File: src/rtl/brick_hit_if.sv
// Hit request, brick RAM and redraw signals of the brick_hit block.
// Latency: none, wiring only.
// Backpressure: hit_ready gates hit_valid; draw_done releases draw_req.
//
// Ports (signals):
//   hit_valid/hit_addr/hit_ready       collision request handshake from ball logic
//   ram_addr/ram_rdata/ram_wdata/ram_we brick-health RAM, 1-cycle synchronous read
//   draw_req/draw_addr/draw_health/draw_done  redraw request to the drawer
// Modports: slave = brick_hit itself, master = the surrounding logic.
interface brick_hit_if #(
  parameter int ADDR_W = 10
);
  logic              hit_valid;
  logic [ADDR_W-1:0] hit_addr;
  logic              hit_ready;
  logic [ADDR_W-1:0] ram_addr;
  logic [1:0]        ram_rdata;
  logic [1:0]        ram_wdata;
  logic              ram_we;
  logic              draw_req;
  logic [ADDR_W-1:0] draw_addr;
  logic [1:0]        draw_health;
  logic              draw_done;

  modport slave (
    input  hit_valid, hit_addr, ram_rdata, draw_done,
    output hit_ready, ram_addr, ram_wdata, ram_we, draw_req, draw_addr, draw_health
  );

  modport master (
    output hit_valid, hit_addr, ram_rdata, draw_done,
    input  hit_ready, ram_addr, ram_wdata, ram_we, draw_req, draw_addr, draw_health
  );
endinterface

File: src/rtl/brick_hit.sv
// Brick collision read-modify-write: damages a live brick, requests redraw, tracks level health.
// Latency: miss 2 cycles, out-of-range 1 cycle, live hit writes at cycle 3 and redraws from cycle 4.
// Backpressure: hit_ready only in IDLE (no queueing); DRAW holds until draw_done.
//
// Ports:
//   clk, resetn      clock, synchronous active-low reset
//   bus (slave)      hit handshake, brick RAM port, redraw request
//   load_total       pulse: remaining <= total_health_in, marks the level loaded
//   hit_ack/hit_miss one-cycle result pulses
//   remaining        remaining total health; level_clear when loaded and zero
module brick_hit #(
  parameter int ADDR_W     = 10,
  parameter int HP_W       = 10,
  parameter int NUM_BRICKS = 128
) (
  input  logic            clk,
  input  logic            resetn,
  brick_hit_if.slave      bus,
  input  logic            load_total,
  input  logic [HP_W-1:0] total_health_in,
  output logic            hit_ack,
  output logic            hit_miss,
  output logic [HP_W-1:0] remaining,
  output logic            level_clear
);

  typedef enum logic [2:0] {IDLE, READ, EVAL, WRITE, DRAW} state_t;

  // One extra bit so the bound itself is representable even when it equals 2**ADDR_W.
  localparam logic [ADDR_W:0] NB = NUM_BRICKS[ADDR_W:0];

  state_t            state_q;
  logic [ADDR_W-1:0] addr_q;
  logic              oor_q;
  logic [1:0]        health_q;
  logic              hit_ready_q;
  logic [ADDR_W-1:0] ram_addr_q;
  logic [1:0]        ram_wdata_q;
  logic              ram_we_q;
  logic              hit_ack_q;
  logic              draw_req_q;
  logic [ADDR_W-1:0] draw_addr_q;
  logic [1:0]        draw_health_q;
  logic [HP_W-1:0]   remaining_q, remaining_d;
  logic              loaded_q, loaded_d;

  // A fresh load overrides a decrement landing in the same cycle.
  always_comb begin
    remaining_d = remaining_q;
    loaded_d    = loaded_q;
    if (state_q == WRITE && remaining_q != '0) remaining_d = remaining_q - HP_W'(1);
    if (load_total) begin
      remaining_d = total_health_in;
      loaded_d    = 1'b1;
    end
  end

  always_ff @(posedge clk) begin
    if (!resetn) begin
      state_q       <= IDLE;
      addr_q        <= '0;
      oor_q         <= 1'b0;
      health_q      <= '0;
      hit_ready_q   <= 1'b1;
      ram_addr_q    <= '0;
      ram_wdata_q   <= '0;
      ram_we_q      <= 1'b0;
      hit_ack_q     <= 1'b0;
      draw_req_q    <= 1'b0;
      draw_addr_q   <= '0;
      draw_health_q <= '0;
      remaining_q   <= '0;
      loaded_q      <= 1'b0;
    end else begin
      remaining_q <= remaining_d;
      loaded_q    <= loaded_d;
      case (state_q)
        IDLE: begin
          if (bus.hit_valid) begin
            addr_q      <= bus.hit_addr;
            hit_ready_q <= 1'b0;
            if ({1'b0, bus.hit_addr} < NB) begin
              oor_q      <= 1'b0;
              ram_addr_q <= bus.hit_addr;
              state_q    <= READ;
            end else begin
              // Out-of-range skips the RAM entirely and reports the miss next cycle.
              oor_q   <= 1'b1;
              state_q <= EVAL;
            end
          end
        end
        READ: state_q <= EVAL;
        EVAL: begin
          health_q <= bus.ram_rdata;
          if (oor_q || bus.ram_rdata == 2'd0) begin
            ram_addr_q  <= '0;
            hit_ready_q <= 1'b1;
            state_q     <= IDLE;
          end else begin
            ram_we_q    <= 1'b1;
            hit_ack_q   <= 1'b1;
            ram_wdata_q <= bus.ram_rdata - 2'd1;
            state_q     <= WRITE;
          end
        end
        WRITE: begin
          ram_we_q      <= 1'b0;
          hit_ack_q     <= 1'b0;
          ram_wdata_q   <= '0;
          ram_addr_q    <= '0;
          draw_req_q    <= 1'b1;
          draw_addr_q   <= addr_q;
          draw_health_q <= health_q - 2'd1;
          state_q       <= DRAW;
        end
        DRAW: begin
          if (bus.draw_done) begin
            draw_req_q  <= 1'b0;
            hit_ready_q <= 1'b1;
            state_q     <= IDLE;
          end
        end
        default: begin
          hit_ready_q <= 1'b1;
          state_q     <= IDLE;
        end
      endcase
    end
  end

  // The miss depends on read data arriving in EVAL itself, so it is decoded, not registered.
  assign hit_miss        = (state_q == EVAL) && (oor_q || bus.ram_rdata == 2'd0);
  assign hit_ack         = hit_ack_q;
  assign bus.hit_ready   = hit_ready_q;
  assign bus.ram_addr    = ram_addr_q;
  assign bus.ram_wdata   = ram_wdata_q;
  assign bus.ram_we      = ram_we_q;
  assign bus.draw_req    = draw_req_q;
  assign bus.draw_addr   = draw_addr_q;
  assign bus.draw_health = draw_health_q;
  assign remaining       = remaining_q;
  assign level_clear     = loaded_q && (remaining_q == '0);

endmodule

File: src/flat_wrapper.sv
// flat-port wrapper written by rule: the top's interface ports become plain ports
module brick_hit_flat 
#(
  parameter int ADDR_W     = 10,
  parameter int HP_W       = 10,
  parameter int NUM_BRICKS = 128
)
  (clk, resetn, load_total, total_health_in, hit_ack, hit_miss, remaining, level_clear, bus_hit_valid, bus_hit_addr, bus_ram_rdata, bus_draw_done, bus_hit_ready, bus_ram_addr, bus_ram_wdata, bus_ram_we, bus_draw_req, bus_draw_addr, bus_draw_health);
  brick_hit_if #(.ADDR_W(ADDR_W)) bus_i ();
  input  logic clk;
  input  logic resetn;
  input  logic load_total;
  input  logic [HP_W-1:0] total_health_in;
  output logic hit_ack;
  output logic hit_miss;
  output logic [HP_W-1:0] remaining;
  output logic level_clear;
  input wire logic [$bits(bus_i.hit_valid)-1:0] bus_hit_valid;
  input wire logic [$bits(bus_i.hit_addr)-1:0] bus_hit_addr;
  input wire logic [$bits(bus_i.ram_rdata)-1:0] bus_ram_rdata;
  input wire logic [$bits(bus_i.draw_done)-1:0] bus_draw_done;
  output wire logic [$bits(bus_i.hit_ready)-1:0] bus_hit_ready;
  output wire logic [$bits(bus_i.ram_addr)-1:0] bus_ram_addr;
  output wire logic [$bits(bus_i.ram_wdata)-1:0] bus_ram_wdata;
  output wire logic [$bits(bus_i.ram_we)-1:0] bus_ram_we;
  output wire logic [$bits(bus_i.draw_req)-1:0] bus_draw_req;
  output wire logic [$bits(bus_i.draw_addr)-1:0] bus_draw_addr;
  output wire logic [$bits(bus_i.draw_health)-1:0] bus_draw_health;
  assign bus_i.hit_valid = bus_hit_valid;
  assign bus_i.hit_addr = bus_hit_addr;
  assign bus_i.ram_rdata = bus_ram_rdata;
  assign bus_i.draw_done = bus_draw_done;
  assign bus_hit_ready = bus_i.hit_ready;
  assign bus_ram_addr = bus_i.ram_addr;
  assign bus_ram_wdata = bus_i.ram_wdata;
  assign bus_ram_we = bus_i.ram_we;
  assign bus_draw_req = bus_i.draw_req;
  assign bus_draw_addr = bus_i.draw_addr;
  assign bus_draw_health = bus_i.draw_health;
  brick_hit #(.ADDR_W(ADDR_W), .HP_W(HP_W), .NUM_BRICKS(NUM_BRICKS)) u_core (.clk(clk), .resetn(resetn), .bus(bus_i), .load_total(load_total), .total_health_in(total_health_in), .hit_ack(hit_ack), .hit_miss(hit_miss), .remaining(remaining), .level_clear(level_clear));
endmodule
File: config.mk
export PLATFORM = sky130hd
export DESIGN_NAME = brick_hit_flat
export DESIGN_NICKNAME = d
export VERILOG_FILES = /design/src/rtl/brick_hit_if.sv /design/src/rtl/brick_hit.sv /design/src/flat_wrapper.sv
export SDC_FILE = /design/constraint.sdc
export NUM_CORES = 1
export LEC_CHECK = 0
export BUFFER_PORTS_ARGS = -buffer_cell sky130_fd_sc_hd__buf_4
export CORE_AREA = 2 2 83 125
export DETAILED_ROUTE_END_ITERATION = 7
export DIE_AREA = 0 0 85 127
export PLACE_DENSITY_LB_ADDON = 0.3
export SETUP_SLACK_MARGIN = 0.4
export SLEW_MARGIN = 0
export SYNTH_ARGS = -nofsm -noshare
export SYNTH_HDL_FRONTEND = slang
export SYNTH_SLANG_ARGS = --single-unit
File: constraint.sdc
create_clock -name clk -period 2.7 [get_ports clk]
set_clock_uncertainty 0.05 [all_clocks]
set_input_delay 0.54 -clock clk [delete_from_list [all_inputs] [get_ports clk]]
set_output_delay 0.54 -clock clk [all_outputs]
set_load 0.02 [all_outputs]
======== Word level (Yosys, flattened, before mapping) ========
Cells that the tools add are included.
Widths: inputs -> output; s select.
word-level totals
  bits in registers ....................... 54
  input port bits ......................... 27
  output and inout bits ................... 40
  word-level logic and storage cells ...... 68
operators by class
  add/sub/neg operators ................... 3
  order comparisons ....................... 1
  equality and inequality tests ........... 9
  multiplexer cells ....................... 22
  bitwise logic cells ..................... 1
  reduce and logical (&&, ||, !) cells .... 19
operators by type and width
  kind                   number
  $mux 10                5
  $pmux 10 s3            1
  $pmux 3 s5             1
  $logic_not 10->1       1
  $lt 10x8->1 const B    1
  $reduce_bool 10->1     1
  $sub 10x1->10 const B  1
  $reduce_and 2->1       4
  $reduce_and 4->1       2
  $eq 3x2->1 const B     2
  $mux 1                 6
  $mux 2                 3
  $mux 3                 2
  $ne 2x2->1 const B     3
  $reduce_bool 2->1      3
  $ne 2x1->1 const B     2
  $pmux 1 s2             2
  $pmux 1 s4             1
  $pmux 2 s2             1
  $sub 2x1->2 const B    2
  $eq 3x1->1 const B     1
  $eq 3x3->1 const B     1
  $logic_and 1x1->1      3
  $logic_not 3->1        1
  other kinds (5)        5

======== Depth between registers and ports, before layout ========
Gate-level depths: netlist (run 1).
  depth in word-level cells ............... 4
  mapped depth ............................ 6
  mapped depth without buffers ............ 6

======== Worst setup path before layout (run 1) ========
No wires, ideal clock.
  path kind ............................... flip-flop to output port
  start ................................... register u_core.remaining_q[0], in the netlist u_core.remaining[0]
  end ..................................... output port level_clear
  data arrival time ....................... 1.463 ns
  slack ................................... 0.647 ns
  stages on the path, launching flop included .. 5
  buffers on the path ..................... 0
  path through ............................ dfxtp_1 -> inv_1 -> ha_1 -> nor4b_1 -> and4_1
on the way
  word-level cells in the longest chain between the ends .. 2
ends and longest elaborated chain
  what                      RTL line            RTL
  start: declaration        brick_hit.sv:44     logic [HP_W-1:0] remaining_q, remaining_d;
  start signal: assignment  brick_hit.sv:75     remaining_q <= remaining_d;
  $logic_not 10->1          brick_hit.sv:143    assign level_clear = loaded_q && (remaining_q == '0);
  $logic_and 1x1->1         brick_hit.sv:143
  end: declaration          flat_wrapper.sv:17  output logic level_clear;
Every way passes these cells.

======== Final worst setup path (run 1) ========
Same ends and word-level chain as after synthesis.

==> results of run 1 <==
cell usage in the layout, fill, tap and decap left out, drive strengths merged, types with 2 or more instances in the layout:
cell / instances
clkbuf: 5
mux2i: 10
nand2b: 3
or3: 2
a21boi: 24
nand3: 9
buf: 70
inv: 8
o211a: 2
nor4: 5
o21ai: 14
xnor2: 2
and3b: 4
nand2: 62
and2: 4
a31oi: 6
o41ai: 2
nand3b: 2
nor2: 8
nand4b: 2
nor3: 4
a21oi: 9
ha: 2
nor3b: 3
o31ai: 2
dfxtp: 54
o21a: 3
or4: 3
o311ai: 2
critical path, cell delays in order (launching register included):
cell and delay [ns]:
dfxtp_1 0.35, inv_1 0.10, ha_1 0.22, nor4b_4 0.24, and4_1 0.25, buf_4 0.15
cell type report:
class | instances | area (µm²) | share of cell area [%]
inverters | 7 | 26.3 | 0.838
flip-flops and latches | 54 | 1080 | 34.5
clock inverters | 3 | 25.0 | 0.798
well taps | 115 | 144 | 4.59
multi-input cells | 197 | 1210 | 38.6
clock buffers | 5 | 125 | 3.99
repair buffers | 70 | 526 | 16.8
power by group through the flow:
stage | sequential, mW | combinational (mW) | clock (mW)
after detailed placement | 0.903 | 0.304 | 0
after floorplan | 0.920 | 0.158 | 0
after global placement | 0.902 | 0.302 | 0
after global routing | 0.894 | 0.332 | 0.723
final | 0.887 | 0.303 | 0.661
after CTS | 0.885 | 0.306 | 0.689
routing by layer:
layer  vias to the layer above  share of wire [%]
met2                        50                 52
li1                       1079                  -
met4                         0                2.6
met1                       963                 42
met5                         -                  0
met3                         9                4.2
Yosys cell counts (2+ instances only):
| master | n | area share [%] |
|---|---|---|
| nand2_1 | 62 | 9.8 |
| dfxtp_1 | 54 | 46 |
| a21boi_0 | 24 | 7.6 |
| o21ai_0 | 14 | 3.0 |
| clkbuf_1 | 11 | 1.7 |
| mux2i_1 | 10 | 4.2 |
| a21oi_1 | 9 | 1.9 |
| nand3_1 | 9 | 1.9 |
| nor2_1 | 8 | 1.3 |
| inv_1 | 7 | 1.1 |
| a31oi_1 | 6 | 1.6 |
| nor4_1 | 5 | 1.3 |
| and2_1 | 4 | 1.1 |
| and3b_1 | 4 | 1.5 |
| buf_2 | 3 | 0.64 |
| nand2b_1 | 3 | 0.79 |
| nor3_1 | 3 | 0.64 |
| nor3b_1 | 3 | 0.95 |
| o21a_1 | 3 | 0.95 |
| ha_1 | 2 | 1.1 |
| nand3b_1 | 2 | 0.64 |
| nand4b_1 | 2 | 0.74 |
| o211a_1 | 2 | 0.85 |
| o41ai_1 | 2 | 0.74 |
| or4_1 | 2 | 0.64 |
| xnor2_1 | 2 | 0.74 |
timing repair:
action | CTS | global route
pin swaps | 0 | 0
hold buffers | 0 | 0
endpoints found under the setup margin | 1 | 2
gates resized for setup | 1 | 2
sequential cells by signal (all words and copies together), names as in the netlist:
name and count:
u_core.remaining 10, u_core.bus.draw_req 1, u_core.bus.hit_ready 1, u_core.health_q 2
u_core.oor_q 1, u_core.bus.ram_we 1, u_core.bus.ram_wdata 2, u_core.loaded_q 1
u_core.bus.draw_addr 10, u_core.bus.draw_health 2, u_core.state_q 3, u_core.bus.ram_addr 10
u_core.addr_q 10
how the worst max path moves through the flow:
stage	startpoint	to	slack, ns	cells after the start
after detailed placement	u_core.remaining[0]	u_core.remaining[4]	0.62	6
after global routing	u_core.remaining[0]	level_clear	0.41	5
final	u_core.remaining[0]	level_clear	0.51	5
after global placement	u_core.remaining[0]	u_core.remaining[4]	0.68	6
after floorplan	u_core.remaining[0]	level_clear	0.65	4
after CTS	u_core.state_q[2]	hit_miss	0.46	4
cell families (layout without fill, tap and decap cells):
group                      after synthesis  in the layout
DFF                                     54             54
muxes                                   11             11
AOI/OAI and AO/OA                       66             66
xor gates and xnor gates                 3              3
and+or+nand+nor                        115            115
adders and majority gates                2              2
buffers and inverters                   22             85
==> flow_summary_export.csv, run 1 <==
group,metric,value,unit
placed_design,dp_worst_setup_slack,0.623,ns
cells_and_area,fillers,1025,
synthesis,synth_area,2360,µm²
power,p_sw,523,µW
sta,min_period_over_period,81.1,%
cells_and_area,drive_above_1_share,25.6,%
synthesis,synth_enable_flop_cells,0,
routing,dr.pass1.iters,4,
worst_setup_path,cp_data_arrival_time,1.60,ns
worst_hold_path,worst_hold_path.endpoint,"u_core.bus.ram_addr[2]",
synthesis,yosys-mux-area-fraction,4.71,%
routing,ant_nets,0,
sta,worst_slew_pin_slew,0.536,ns
grt,antenna_found_initial,0,
power,p_seq_share,47.9,%
floorplan,die_area,10800,µm²
clocking,cts_sinks,54,
worst_hold_path,hp-class,"reg2reg",
grt,use_met3,2.52,%
status,status,"complete, no violations",
worst_setup_path,endpoint_kind,"output port",
grt,grt_pass1_vias,2041,
synthesis,synth_compound_area_share,19.3,%
grt,grt_pass1_wl,9.97,mm
cells_and_area,diodes,0,
worst_setup_path,crit_required,2.11,ns
clocking,clockBufferDepth,2,
sta,hold-worst-slack,0.406,ns
worst_setup_path,cp_max_fo,5,
floorplan,die_h,127,µm
grt,busiest_layer,"met2",
sta,hold_viol,0,
routing,wl_per_cell,13.9,µm
clocking,clock_latency,0.29,ns
cells_and_area,area_delta_synth_final,32.7,%
synthesis,seq_area_frac_synth,45.7,%
power,irDropWorstVdd,396,µV
synthesis,yosys_warnings,0,
clocking,clk_pin_slew,0.07,ns
clocking,tritoncts,"yes",
grt,globalRoute.totalOverflow,0,
power,p_leak,1.28,nW
floorplan,core_area,9630,µm²
worst_setup_path,rr_endpoint,"u_core.remaining[4]",
synthesis,synth_seq_cells,54,
sta,slew_violations,0,
placed_design,dp.cells,443,
sta,fin_ws,0.509,ns
synthesis,yosysUniqueCellTypes,43,
worst_hold_path,min_from,"u_core.bus.ram_addr[2]",
grt,track_usage,11.5,%
sta,setup-tns-final,0,ns
floorplan,die_w,85,µm
cells_and_area,fin_area,3140,µm²
power,report.power.total,1.85,mW
routing,totalWireLength,6.26,mm
clocking,htreeDepth,2,
placed_design,portBuffers,66,
worst_setup_path,r2r_cells,6,
worst_setup_path,crit_type,"reg2out",
grt,grt_use_met1,12.7,%
floorplan,rows,44,
power,clockPowerShare,35.7,%
job,maxCapViolCount,0,
sta,fin_crit,2.19,ns
routing,drtIter0Drc,79,
cells_and_area,nets,364,
sta,relSlewSlack,64.2,%
power,internal_power,1.33,mW
cells_and_area,final_util,32.6,%
synthesis,ys.flop_type,"dfxtp_1",
placed_design,dpl.hpwl,4.54,mm
sta,grt_setup_unrepaired,"false",
synthesis,synth_top_family_by_area,"simple AND/OR/NAND/NOR gates",
power,p_per_area,590,nW/µm²
synthesis,avgSynthCellArea,8.66,µm²
sta,setup_viol,0,
power,swShare,28.3,%
placed_design,globalplace.congestion,0.828,
worst_setup_path,critPathLaunchType,"flop",
sta,fmax,456,MHz
floorplan,pin_count,67,
clocking,cts-buffers-inserted,5,
routing,viasPerCell,4.66,
synthesis,synthesis.nets,302,
routing,vias,2101,
worst_setup_path,rr_startpoint,"u_core.remaining[0]",
synthesis,synth-adder-area-share,1.06,%
worst_setup_path,r2r_setup_slack,0.59,ns
grt,grt_max_degree,61,
worst_hold_path,hold_path_depth,2,
synthesis,synthCells,273,
synthesis,synth-async-reset-ratio,0,%
clocking,post-cts-setup-buffers,0,
grt,grtUsageMet2,20.7,%
synthesis,yosys.area_share.simple,24.2,%
power,combPwrFrac,16.4,%
placed_design,place_area,2970,µm²
cells_and_area,fin_cells,451,
routing,drc_errors,0,
floorplan,start_util,24.5,%
clocking,cts_root_buf,"clkbuf_16",
synthesis,synth_xor_area_share,1.11,%
No activity file was read; power rests on OpenSTA's default activity.
==> run 2: changes to the inputs <==
--- a/config.mk
+++ b/config.mk
@@ -5,10 +5,11 @@
 export SDC_FILE = /design/constraint.sdc
 export NUM_CORES = 1
 export LEC_CHECK = 0
+export ABC_AREA = 1
 export BUFFER_PORTS_ARGS = -buffer_cell sky130_fd_sc_hd__buf_4
-export CORE_AREA = 2 2 83 125
+export CORE_AREA = 2 2 84 126
 export DETAILED_ROUTE_END_ITERATION = 7
-export DIE_AREA = 0 0 85 127
+export DIE_AREA = 0 0 86 128
 export PLACE_DENSITY_LB_ADDON = 0.3
 export SETUP_SLACK_MARGIN = 0.4
 export SLEW_MARGIN = 0
==> constraint.sdc (replaced) <==
create_clock -name clk -period 2 [get_ports clk]
set_clock_uncertainty 0.05 [all_clocks]
set_input_delay 0.4 -clock clk [delete_from_list [all_inputs] [get_ports clk]]
set_output_delay 0.4 -clock clk [all_outputs]
set_load 0.02 [all_outputs]
==> run 2 against run 1 <==
  * Core utilization is 1.6 points higher
  * Clock power is 39% higher
  * Register-to-register slack got worse by 0.11 ns
  * First-iteration DRC count decreased by 7.6%
  * Non-clock buffer count grew 12
  * Global-route usage rose by 0.87 points
  * Critical path type unchanged
==> flow_summary_export.csv, run 2 <==
group,metric,value,unit
status,status,"complete, no violations",
routing,drc_errors,0,
floorplan,die_h,128,µm
routing,ant_nets,0,
grt,globalRoute.totalOverflow,0,
clocking,cts_sinks,54,
cells_and_area,final_cell_mix,"buf_4 (82), nand2_1 (49), dfxtp_1 (48)",
worst_setup_path,cp-startpoint,"u_core.remaining[0]",
routing,drtIter0Drc,73,
synthesis,synthCells,332,
placed_design,globalplace.congestion,0.922,
power,combPwrFrac,24.6,%
worst_setup_path,crit_path_cell_trace,"inv_4 > ha_4 > nand2_4 > nor2_4 > nand4_1 > nor4_4 > buf_4",
worst_setup_path,cp_top_family,"simple AND/OR/NAND/NOR gates",
routing,totalWireLength,6.81,mm
clocking,cts-buffers-inserted,5,
worst_setup_path,slowest_stage,"dfxtp_4",
cells_and_area,final_common_cell,"buf_4",
clocking,clockBufferDepth,2,
clocking,tritoncts,"yes",
synthesis,synth_top_area_share,44.6,%
synthesis,yosysUniqueCellTypes,34,
clocking,clk_pin_slew,0.08,ns
floorplan,rows,45,
sta,relSlewSlack,67.3,%
job,maxCapViolCount,0,
synthesis,synth_common_cells,"dfxtp_1 (54), nand2_1 (50), nor2_1 (50)",
clocking,clock_latency,0.30,ns
floorplan,pin_count,67,
sta,fin_ws,0.113,ns
floorplan,start_util,24.3,%
placed_design,dp_worst_setup_slack,0.196,ns
worst_setup_path,endpoint_kind,"output port",
routing,dr.pass1.iters,4,
power,p_per_area,833,nW/µm²
sta,worst_slew_pin_slew,0.489,ns
placed_design,portBuffers,66,
sta,fin_crit,1.89,ns
placed_design,place_area,3070,µm²
worst_setup_path,rr_startpoint,"u_core.remaining[0]",
worst_setup_path,cp.buffers_inverters,2,
cells_and_area,drive_above_1_share,32.0,%
synthesis,synth_top_area_cell,"dfxtp_1",
power,internal_power,1.92,mW
synthesis,avgSynthCellArea,7.30,µm²
power,p_seq_share,43.0,%
floorplan,core_area,9970,µm²
sta,min_period_over_period,94.3,%
placed_design,dpl.hpwl,4.97,mm
worst_hold_path,min_from,"bus_hit_addr[0]",
worst_hold_path,hp-class,"in2reg",
worst_setup_path,cp_data_arrival_time,1.44,ns
worst_setup_path,cp_max_fo,3,
power,irDropWorstVdd,401,µV
grt,grt_pass1_vias,2246,
sta,slew_violations,0,
sta,hold_viol,0,
worst_setup_path,critPathLaunchType,"flop",
floorplan,die_w,86,µm
worst_setup_path,crit_type,"reg2out",
grt,grt_pass1_wl,10.9,mm
sta,fmax,530,MHz
sta,hold-worst-slack,0.333,ns
cells_and_area,nets,437,
power,p_sw,915,µW
synthesis,seq_area_frac_synth,44.6,%
synthesis,synth_area_leaders,"dfxtp_1 (45%), nand2_1 (7.7%), nor2_1 (7.7%)",
sta,setup-tns-final,0,ns
synthesis,ys.flop_type,"dfxtp_1",
sta,setup_viol,0,
cells_and_area,fin_area,3400,µm²
power,swShare,32.3,%
power,clockPowerShare,32.4,%
clocking,cts_root_buf,"clkbuf_16",
power,p_leak,1.54,nW
grt,antenna_found_initial,0,
worst_setup_path,crit_required,1.55,ns
cells_and_area,area_delta_synth_final,40.3,%
synthesis,synth_seq_cells,54,
synthesis,yosys_warnings,0,
routing,vias,2405,
sta,grt_setup_unrepaired,"true",
synthesis,synthesis.nets,361,
synthesis,yosysMostFrequentCell,"dfxtp_1",
routing,wl_per_cell,13.0,µm
clocking,htreeDepth,2,
grt,track_usage,12.3,%
synthesis,synth_area,2420,µm²
synthesis,synth_enable_flop_cells,0,
synthesis,synth-async-reset-ratio,0,%
worst_setup_path,slowest_delay,0.35,ns
floorplan,die_area,11000,µm²
grt,grt_max_degree,29,
routing,viasPerCell,4.57,
cells_and_area,diodes,0,
run 2: changes by cell type in the layout (fill, tap and decap cells not counted), moves of 6 or more:
cell	delta
a21boi_0	-24
mux2i_1	-10
inv_1	+14
nand2_1	-12
nand2_4	+8
buf_4	+12
dfxtp_1	-6
inv_2	+6
nor2_1	+39
o21ai_0	+17
nand3_1	+20
a21oi_1	+21
run 2: final timing paths:
kind,end,slack [ns],cells after the start
max,level_clear,0.11,7
min,u_core.bus.ram_addr[0],0.33,3
max reg2reg,u_core.remaining[2],0.48,10
min reg2reg,u_core.addr_q[9],0.41,2
run 2: metal layers:
layer / up-vias / track usage, % / part of all wire [%]
met5: - / 0 / 0
met4: 0 / 3.27 / 0.88
met1: 1097 / 14.4 / 41
met3: 4 / 2.45 / 5.3
met2: 60 / 22.6 / 52
li1: 1244 / - / -
run 2: power groups by stage:
stage / registers, mW / logic (mW) / clock network (mW)
floorplan: 1.29 / 0.375 / 0
global placement: 1.24 / 0.634 / 0
detailed placement: 1.24 / 0.639 / 0
CTS: 1.22 / 0.673 / 0.958
global route: 1.23 / 0.773 / 1.00
finish: 1.22 / 0.697 / 0.917
run 2: cells by family (layout without fill, tap and decap cells):
kind of cell / count (synthesis) / after routing / synth area share (%)
buffers and inverters: 44 / 120 / 7.48
adders and majority gates: 2 / 2 / 1.03
and+or+nand+nor: 159 / 160 / 31.1
DFF: 54 / 54 / 44.6
xor gates and xnor gates: 2 / 2 / 0.723
AOI/OAI and AO/OA: 71 / 71 / 15.1
run 2: area by class of cell:
| type | count | area, µm² |
|---|---|---|
| well taps | 117 | 146 |
| multi-input cells | 235 | 1270 |
| flip-flops and latches | 54 | 1090 |
| repair buffers | 82 | 616 |
| clock buffers | 5 | 125 |
| fillers | 1056 | 6560 |
| clock inverters | 3 | 28.8 |
| inverters | 30 | 125 |
run 2: tightest hold or removal path, delay by kind of cell:
family                 cells  cell delay, ns
buffers and inverters      1            0.12
AND/OR/NAND/NOR            1            0.07
AO/OA/AOI/OAI              1            0.05
run 2: repair_timing:
item / 4_1_cts / 5_1_grt
gates cloned: 0 / 1
pin swaps: 7 / 5
setup endpoints to repair: 10 / 14
resized for setup: 6 / 17
buffers inserted: 10 / 2
hold buffers: 0 / 0
run 2: per-stage QoR:
stage | total power, mW | instances | utilization [%]
6_report | 2.83 | 526 | 34.1
5_1_grt | 3.01 | 526 | 34.1
4_1_cts | 2.85 | 523 | 33.2
3_5_place_dp | 1.88 | 505 | 30.8
3_3_place_gp | 1.87 | 505 | 30.8
2_1_floorplan | 1.66 | 332 | -
